$ cat config.mk
export PLATFORM = sky130hd
export DESIGN_NAME = acc_mul
export DESIGN_NICKNAME = d
export VERILOG_FILES = /design/src/rtl/acc_mul.sv
export SDC_FILE = /design/constraint.sdc
export NUM_CORES = 1
export LEC_CHECK = 0
export CORE_AREA = 2 2 73 92
export CTS_BUF_LIST = sky130_fd_sc_hd__clkbuf_16
export DETAILED_ROUTE_END_ITERATION = 7
export DIE_AREA = 0 0 75 94
export HOLD_SLACK_MARGIN = 0.02
export PLACE_DENSITY = 0.75
export SYNTH_ARGS = -nofsm -noshare
export SYNTH_HDL_FRONTEND = slang
export SYNTH_SLANG_ARGS = --single-unit
$ cat constraint.sdc
create_clock -name clock -period 2.99 [get_ports clock]
set_input_delay 0.299 -clock clock [delete_from_list [all_inputs] [get_ports clock]]
set_output_delay 0.299 -clock clock [all_outputs]
set_load 0.02 [all_outputs]
$ cat src/rtl/acc_mul.sv
// acc_mul: sums N upstream products per block and offers each block sum through a dav_/rfd handshake
module acc_mul #(
  parameter int N = 4
) (
  input  logic        clock,
  input  logic        reset,
  input  logic [15:0] m,
  input  logic        ok,
  input  logic        rfd,
  output logic [23:0] s,
  output logic        dav_,
  output logic        ovf
);
  typedef enum logic [1:0] {O_IDLE, O_WAIT, O_DAV} state_t;
  state_t      r_st, w_nxt;
  logic [23:0] r_acc, r_s, w_sum;
  logic [7:0]  r_cnt;
  logic        r_dav_n, r_ovf, w_done, w_load, w_ovf_set;
  assign w_done = ok && (r_cnt == 8'(N - 1));
  assign w_sum  = r_acc + 24'(m);
  assign s      = r_s;
  assign dav_   = r_dav_n;
  assign ovf    = r_ovf;
  always_ff @(posedge clock or posedge reset) begin
    if (reset) begin
      r_acc <= '0;
      r_cnt <= '0;
    end else if (ok) begin
      r_acc <= w_done ? '0 : w_sum;
      r_cnt <= w_done ? '0 : r_cnt + 8'd1;
    end
  end
  // A sum finishing while the previous result is still unclaimed is dropped and flagged
  always_comb begin
    w_nxt     = r_st;
    w_load    = 1'b0;
    w_ovf_set = 1'b0;
    case (r_st)
      O_IDLE: begin
        w_load = w_done;
        w_nxt  = w_done ? O_WAIT : O_IDLE;
      end
      O_WAIT: begin
        w_ovf_set = w_done;
        w_nxt     = rfd ? O_DAV : O_WAIT;
      end
      O_DAV: begin
        w_load    = w_done && !rfd;
        w_ovf_set = w_done && rfd;
        w_nxt     = rfd ? O_DAV : (w_done ? O_WAIT : O_IDLE);
      end
      default: w_nxt = O_IDLE;
    endcase
  end
  always_ff @(posedge clock or posedge reset) begin
    if (reset) begin
      r_st    <= O_IDLE;
      r_s     <= '0;
      r_dav_n <= 1'b1;
      r_ovf   <= 1'b0;
    end else begin
      r_st    <= w_nxt;
      r_dav_n <= (w_nxt != O_DAV);
      r_ovf   <= r_ovf | w_ovf_set;
      if (w_load) r_s <= w_sum;
    end
  end
endmodule
==> results.cfg, run 1 <==
[synthesis]
postSynthCellCount = 339
synth_compound_area_share_pct = 20.54
async_flop_share_pct = 100.0
synth-edff-count = 0
synth.area.mux_share_pct = 1.324
synth_top_family_by_area = compound AO/OA/AOI/OAI gates
synth_top_flop_cell = dfrtp_1
synth_nets = 381
synthAdderAreaFrac_pct = 8.551
ys_seq_area_share_pct = 45.44
netlist.area_leader.share_pct = 44.65
synthMostInstantiatedCell = dfrtp_1
ys_top_cells_by_count = dfrtp_1 (59), nand2_1 (46), o21ai_0 (34)
synth.area.top_cells = dfrtp_1 (45%), ha_1 (7.9%), nand2_1 (5.2%)
synth-warning-count = 0
netlist.top_cell.by_area = dfrtp_1
syn_area_sq_mm = 0.003307
syn_area_per_cell_sq_um = 9.755
yosys.area_share.simple_pct = 14.15
ys_ff_latch = 60
synth-xor-area-share_pct = 6.621
yosysUniqueCellTypes = 51

[setup_path]
startpoint_type = primary input
crit_top_cell = a21oi_2
worst-setup-path-type = in2reg
worstPathCellList = clkdlybuf4s50_1, ha_1, fa_1, a21o_1, a221o_1, a21oi_2, o21ai_1, a21oi_2, nor3_1, a211o_1
cp-end-kind = flop
cp_data_required_time_ps = 3200
ff2ff_setup_slack_ps = 400
cpPeakStageDelay_ps = 410
crit_fanout = 5
critPathSlowestCell = clkdlybuf4s50_1
arrival_ps = 2820

[detailed_routing]
vias_per_cell = 5.662
first_pass_iters = 4
drt_drc_violations_left = 0
num_vias = 2712
final_antenna_net_count = 0
wl_per_cell_microns = 15.06
first_iter_violations = 148
routed_wl_microns = 7214

[clock_network]
cts_resized = 0
clk_latency_ps = 320
clockBufferDepth = 2
post_cts_buffers = 0
h-tree-depth = 3
cts_root_buf = clkbuf_16
cts_sinks = 60
cts.clk_slew.worst_paths_ps = 50
postCtsHoldBufs = 0
cts_tree = built
cts_buffers = 9

[floorplanning]
die_h_microns = 94
core_sq_mm = 0.006126
fp.dieW_microns = 75
dieArea_sq_mm = 0.007050
io_pins = 46
row_count = 32
start_util_pct = 53.98

[power]
power.density_mw_per_mm2 = 1104
ir_drop_v = 0.0006300
leakage_nw = 1.850

[cells_and_area]
fillers = 516
syn2layout_area_growth_pct = 25.20
drive_gt1_share_pct = 8.122
stdcell_count = 479
fin_nets = 432
antenna_cells = 0
finish.utilization_pct = 67.59

[grt]
grt_pass1_vias = 2660
grt_max_degree = 52
globalRouteTotalUtil_pct = 22.84
antenna_found_initial = 0
gr-total-overflow = 0
grt_pass1_wl_microns = 12340

[job]
max-cap-violations = 0

[place]
placedCellCount = 464
pre_cts_slack_ps = 54.09
place_congestion = 0.8580
numPortBuffers = 45
hpwl_microns = 4998

[min_path]
worstHoldPathType = in2async

[timing]
fin_worst_skew_ps = 5.388
relSlewSlack_pct = 23.22
finalCritPeriodShare_pct = 87.30
maxSlewViolCount = 0
period_needed_ps = 2610
setup_viol = 0
fmax_mhz = 383.1
tightestPinTransition_ps = 1147
hold_viol_final = 0
rsz0062_at_grt = false
fin_setup_tns_ps = 0
setup_slack_ps = 379.7

[run_status]
status = finished, final reports clean
==> cell families after synthesis <==
logic type,Yosys count
AOI/OAI and AO/OA,103
and+or+nand+nor,98
DFF,60
buffers and inverters,27
xor gates and xnor gates,25
adders and majority gates,22
muxes,4
==> final cells by class <==
class	instances	area [sq um]	share of cell area (%)
clock buffer	9	225.2	5.440
clock inverter	6	25.02	0.6044
inverter	12	45.04	1.088
multi-input combinational	252	1710	41.31
sequential	60	1503	36.29
tap	85	106.4	2.569
timing repair buffer	55	525.5	12.69
==> layer usage <==
layer	routed length (microns)	vias to the layer above	track usage (%)	share of wire, %
met4	72	0	6.696	1.0
met1	3194	1312	29.82	44
met5	0	-	0	0
met2	3607	64	37.43	50
li1	-	1330	-	-
met3	339	6	5.150	4.7
==> worst max-delay path, delay by kind of cell <==
kind / cells / cell delay (ps)
and+or+nand+nor: 1 / 70
adders and majority gates: 2 / 650
buffers and inverters: 1 / 410
AOI/OAI and AO/OA: 6 / 1380
==> final timing paths <==
check	startpoint	to	depth (start not counted)
max	m[0]	r_acc[16]$_DFFE_PP0P_	10
min	reset	r_cnt[7]$_DFFE_PP0P_	2
max reg2reg	r_acc[0]$_DFFE_PP0P_	r_acc[16]$_DFFE_PP0P_	9
min reg2reg	s[8]$_DFFE_PP0P_	s[8]$_DFFE_PP0P_	2
max in group asynchronous	reset	s[13]$_DFFE_PP0P_	3
min in group clock	s[8]$_DFFE_PP0P_	s[8]$_DFFE_PP0P_	2
==> metrics by stage <==
step | total power [mW] | hold WS, ps | area [sq um]
after floorplan | 2.923 | 437.1 | 3307
after global placement | 3.635 | 454.3 | 3890
after detailed placement | 3.689 | 462.4 | 3890
after CTS | 4.591 | 472.4 | 4140
after global routing | 4.928 | 500.1 | 4140
final | 4.569 | 450.6 | 4140
==> flip-flops by register name, indices dropped and copies added, names as in the netlist <==
name	flops
r_st	2
r_acc	24
dav_	1
r_cnt	8
ovf	1
s	24
==> where the power goes <==
part	switching [mW]	total, mW	internal [mW]	leakage [nW]
clock network	0.338	0.877	0.539	0.133
logic	1.21	2.24	1.04	0.984
registers	0.271	1.45	1.18	0.734
total	1.82	4.57	2.75	1.85
==> placed cells by master (no fill, tap or decap), types with 2 or more instances in the layout <==
cell and count:
ha_1 21, or4_1 3, nand4_1 5, nand2_1 46
a221oi_1 2, o2bb2ai_1 14, clkinv_2 2, o211ai_1 3
xnor2_1 15, o31ai_1 3, nor4_1 2, clkbuf_16 9
nor2b_1 2, a21oi_2 2, a22o_1 2, a211oi_1 3
o21ai_0 34, a21o_1 7, inv_1 13, mux2_2 3
a221o_1 2, or3_1 3, dfrtp_1 59, clkdlybuf4s50_1 45
nor3_1 4, nand2b_1 2, and3_1 6, xor2_1 10
clkinv_1 2, nand3_1 7, buf_4 10, a21oi_1 17
nor2_1 14
(Power assumes the default switching activity.)
==> run 2: changes to the inputs <==
- MAX_ROUTING_LAYER: unset -> met4
- REMOVE_ABC_BUFFERS: unset -> 1
==> results.cfg, run 2 (synthesized netlist as in run 1, its figures left out) <==
[setup_path]
cp_data_required_time_ps = 3190
worstReg2RegEnd = r_acc[16]$_DFFE_PP0P_
startpoint_type = primary input
cp-end-kind = flop
worstRegToRegCells = 9
ff2ff_setup_slack_ps = 380
r2r-start = r_acc[0]$_DFFE_PP0P_
cp-startpoint = m[0]
crit_fanout = 5
worst-setup-path-type = in2reg
crit_end = r_acc[16]$_DFFE_PP0P_
arrival_ps = 2830

[power]
p_seq_share_pct = 31.9
leakage_nw = 1.852
p_int_mw = 2.750
p_switching_mw = 1.806
ir_drop_v = 0.0005395
p_clk_share_pct = 19.1
power.density_mw_per_mm2 = 1098
comb_power_share_pct = 49.0
switching_share_pct = 39.64

[timing]
setup_viol = 0
setup_slack_ps = 357.0
hold_viol_final = 0
finalCritPeriodShare_pct = 88.06
relSlewSlack_pct = 47.03
period_needed_ps = 2633
fin_setup_tns_ps = 0
rsz0062_at_grt = false
tightestPinTransition_ps = 793.6
fin_worst_skew_ps = 5.461
fmax_mhz = 379.8
maxSlewViolCount = 0

[clock_network]
clockBufferDepth = 2
clk_latency_ps = 320
cts_buffers = 9
postCtsHoldBufs = 0
post_cts_buffers = 0
cts_resized = 0
cts_sinks = 60
cts_root_buf = clkbuf_16
cts_tree = built
cts.clk_slew.worst_paths_ps = 50
h-tree-depth = 3

[floorplanning]
fp.dieW_microns = 75
io_pins = 46
row_count = 32
start_util_pct = 53.98
dieArea_sq_mm = 0.007050
die_h_microns = 94
core_sq_mm = 0.006126

[job]
max-cap-violations = 0

[cells_and_area]
final_cell_mix = dfrtp_1 (59), nand2_1 (46), clkdlybuf4s50_1 (45)
antenna_cells = 0
drive_gt1_share_pct = 7.614
fillers = 491
layout_commonest_cell = dfrtp_1
stdcell_count = 479
syn2layout_area_growth_pct = 25.43
fin_nets = 431

[grt]
globalRouteTotalUtil_pct = 22.99
grt_max_degree = 61
gr-total-overflow = 0
antenna_found_initial = 0
grt_pass1_wl_microns = 12040
grt_pass1_vias = 2686

[place]
numPortBuffers = 45
placedCellCount = 463
pre_cts_slack_ps = 57.87
place_congestion = 0.9026
hpwl_microns = 5017

[detailed_routing]
routed_wl_microns = 7121
wl_per_cell_microns = 14.87
first_iter_violations = 185
first_pass_iters = 4
final_antenna_net_count = 0
drt_drc_violations_left = 0
num_vias = 2685
vias_per_cell = 5.605

[run_status]
status = finished, final reports clean

[min_path]
worstHoldPathType = in2async
[run 2: cell types whose count changed in the layout (fill, tap and decap cells not counted), sizes merged]
cell,before,now
buf,10,9
inv,14,15
[run 2: routing by layer]
metal / track usage (%) / vias up / routed length (microns)
li1: - / 1326 / -
met1: 28.21 / 1278 / 3137
met2: 36.04 / 66 / 3490
met3: 5.258 / 15 / 338
met4: 9.821 / 0 / 155
met5: - / - / 0
[run 2: how the worst min path moves through the flow]
stage | to | cells past startpoint | slack, ps | startpoint
finish | r_cnt[6]$_DFFE_PP0P_ | 3 | 360 | reset
global route | r_cnt[6]$_DFFE_PP0P_ | 3 | 380 | reset
CTS | ovf$_DFF_PP0_ | 3 | 370 | reset
detailed placement | ovf$_DFF_PP0_ | 1 | 460 | ovf$_DFF_PP0_
global placement | r_cnt[7]$_DFFE_PP0P_ | 1 | 460 | r_cnt[7]$_DFFE_PP0P_
floorplan | r_acc[15]$_DFFE_PP0P_ | 1 | 390 | ok
[run 2: final cells by class]
type	count	area (sq um)	area share, %
Inverter	12	45.04	1.086
Clock inverter	7	27.53	0.6636
Sequential cell	60	1503	36.23
Tap cell	85	106.4	2.564
Clock buffer	9	225.2	5.430
Timing Repair Buffer	54	530.5	12.79
Multi-Input combinational cell	252	1710	41.24
[run 2: worst max-delay path, stage by stage]
cell             delay [ps]
clkdlybuf4s50_1         410
ha_1                    250
fa_1                    410
a21o_1                  190
a221o_1                 360
a21oi_2                 180
o21ai_1                 130
a21oi_2                 250
nor3_1                   70
a211o_1                 280
[run 2: power groups by stage]
stage / registers (mW) / clock network, mW / logic, mW
2_1_floorplan: 1.61 / 0 / 1.29
3_3_place_gp: 1.44 / 0 / 2.18
3_5_place_dp: 1.46 / 0 / 2.22
4_1_cts: 1.45 / 0.890 / 2.24
5_1_grt: 1.50 / 0.929 / 2.48
6_report: 1.45 / 0.871 / 2.23
[run 2: through the flow]
stage / area (sq um) / hold WS [ps] / utilization (%) / total power [mW]
detailed placement: 3895 / 457.6 / 63.58 / 3.683
floorplan: 3241 / 392.2 / - / 2.901
global placement: 3895 / 455.3 / 63.58 / 3.620
global route: 4148 / 376.1 / 67.71 / 4.912
CTS: 4148 / 372.6 / 67.71 / 4.583
finish: 4148 / 355.2 / 67.71 / 4.556
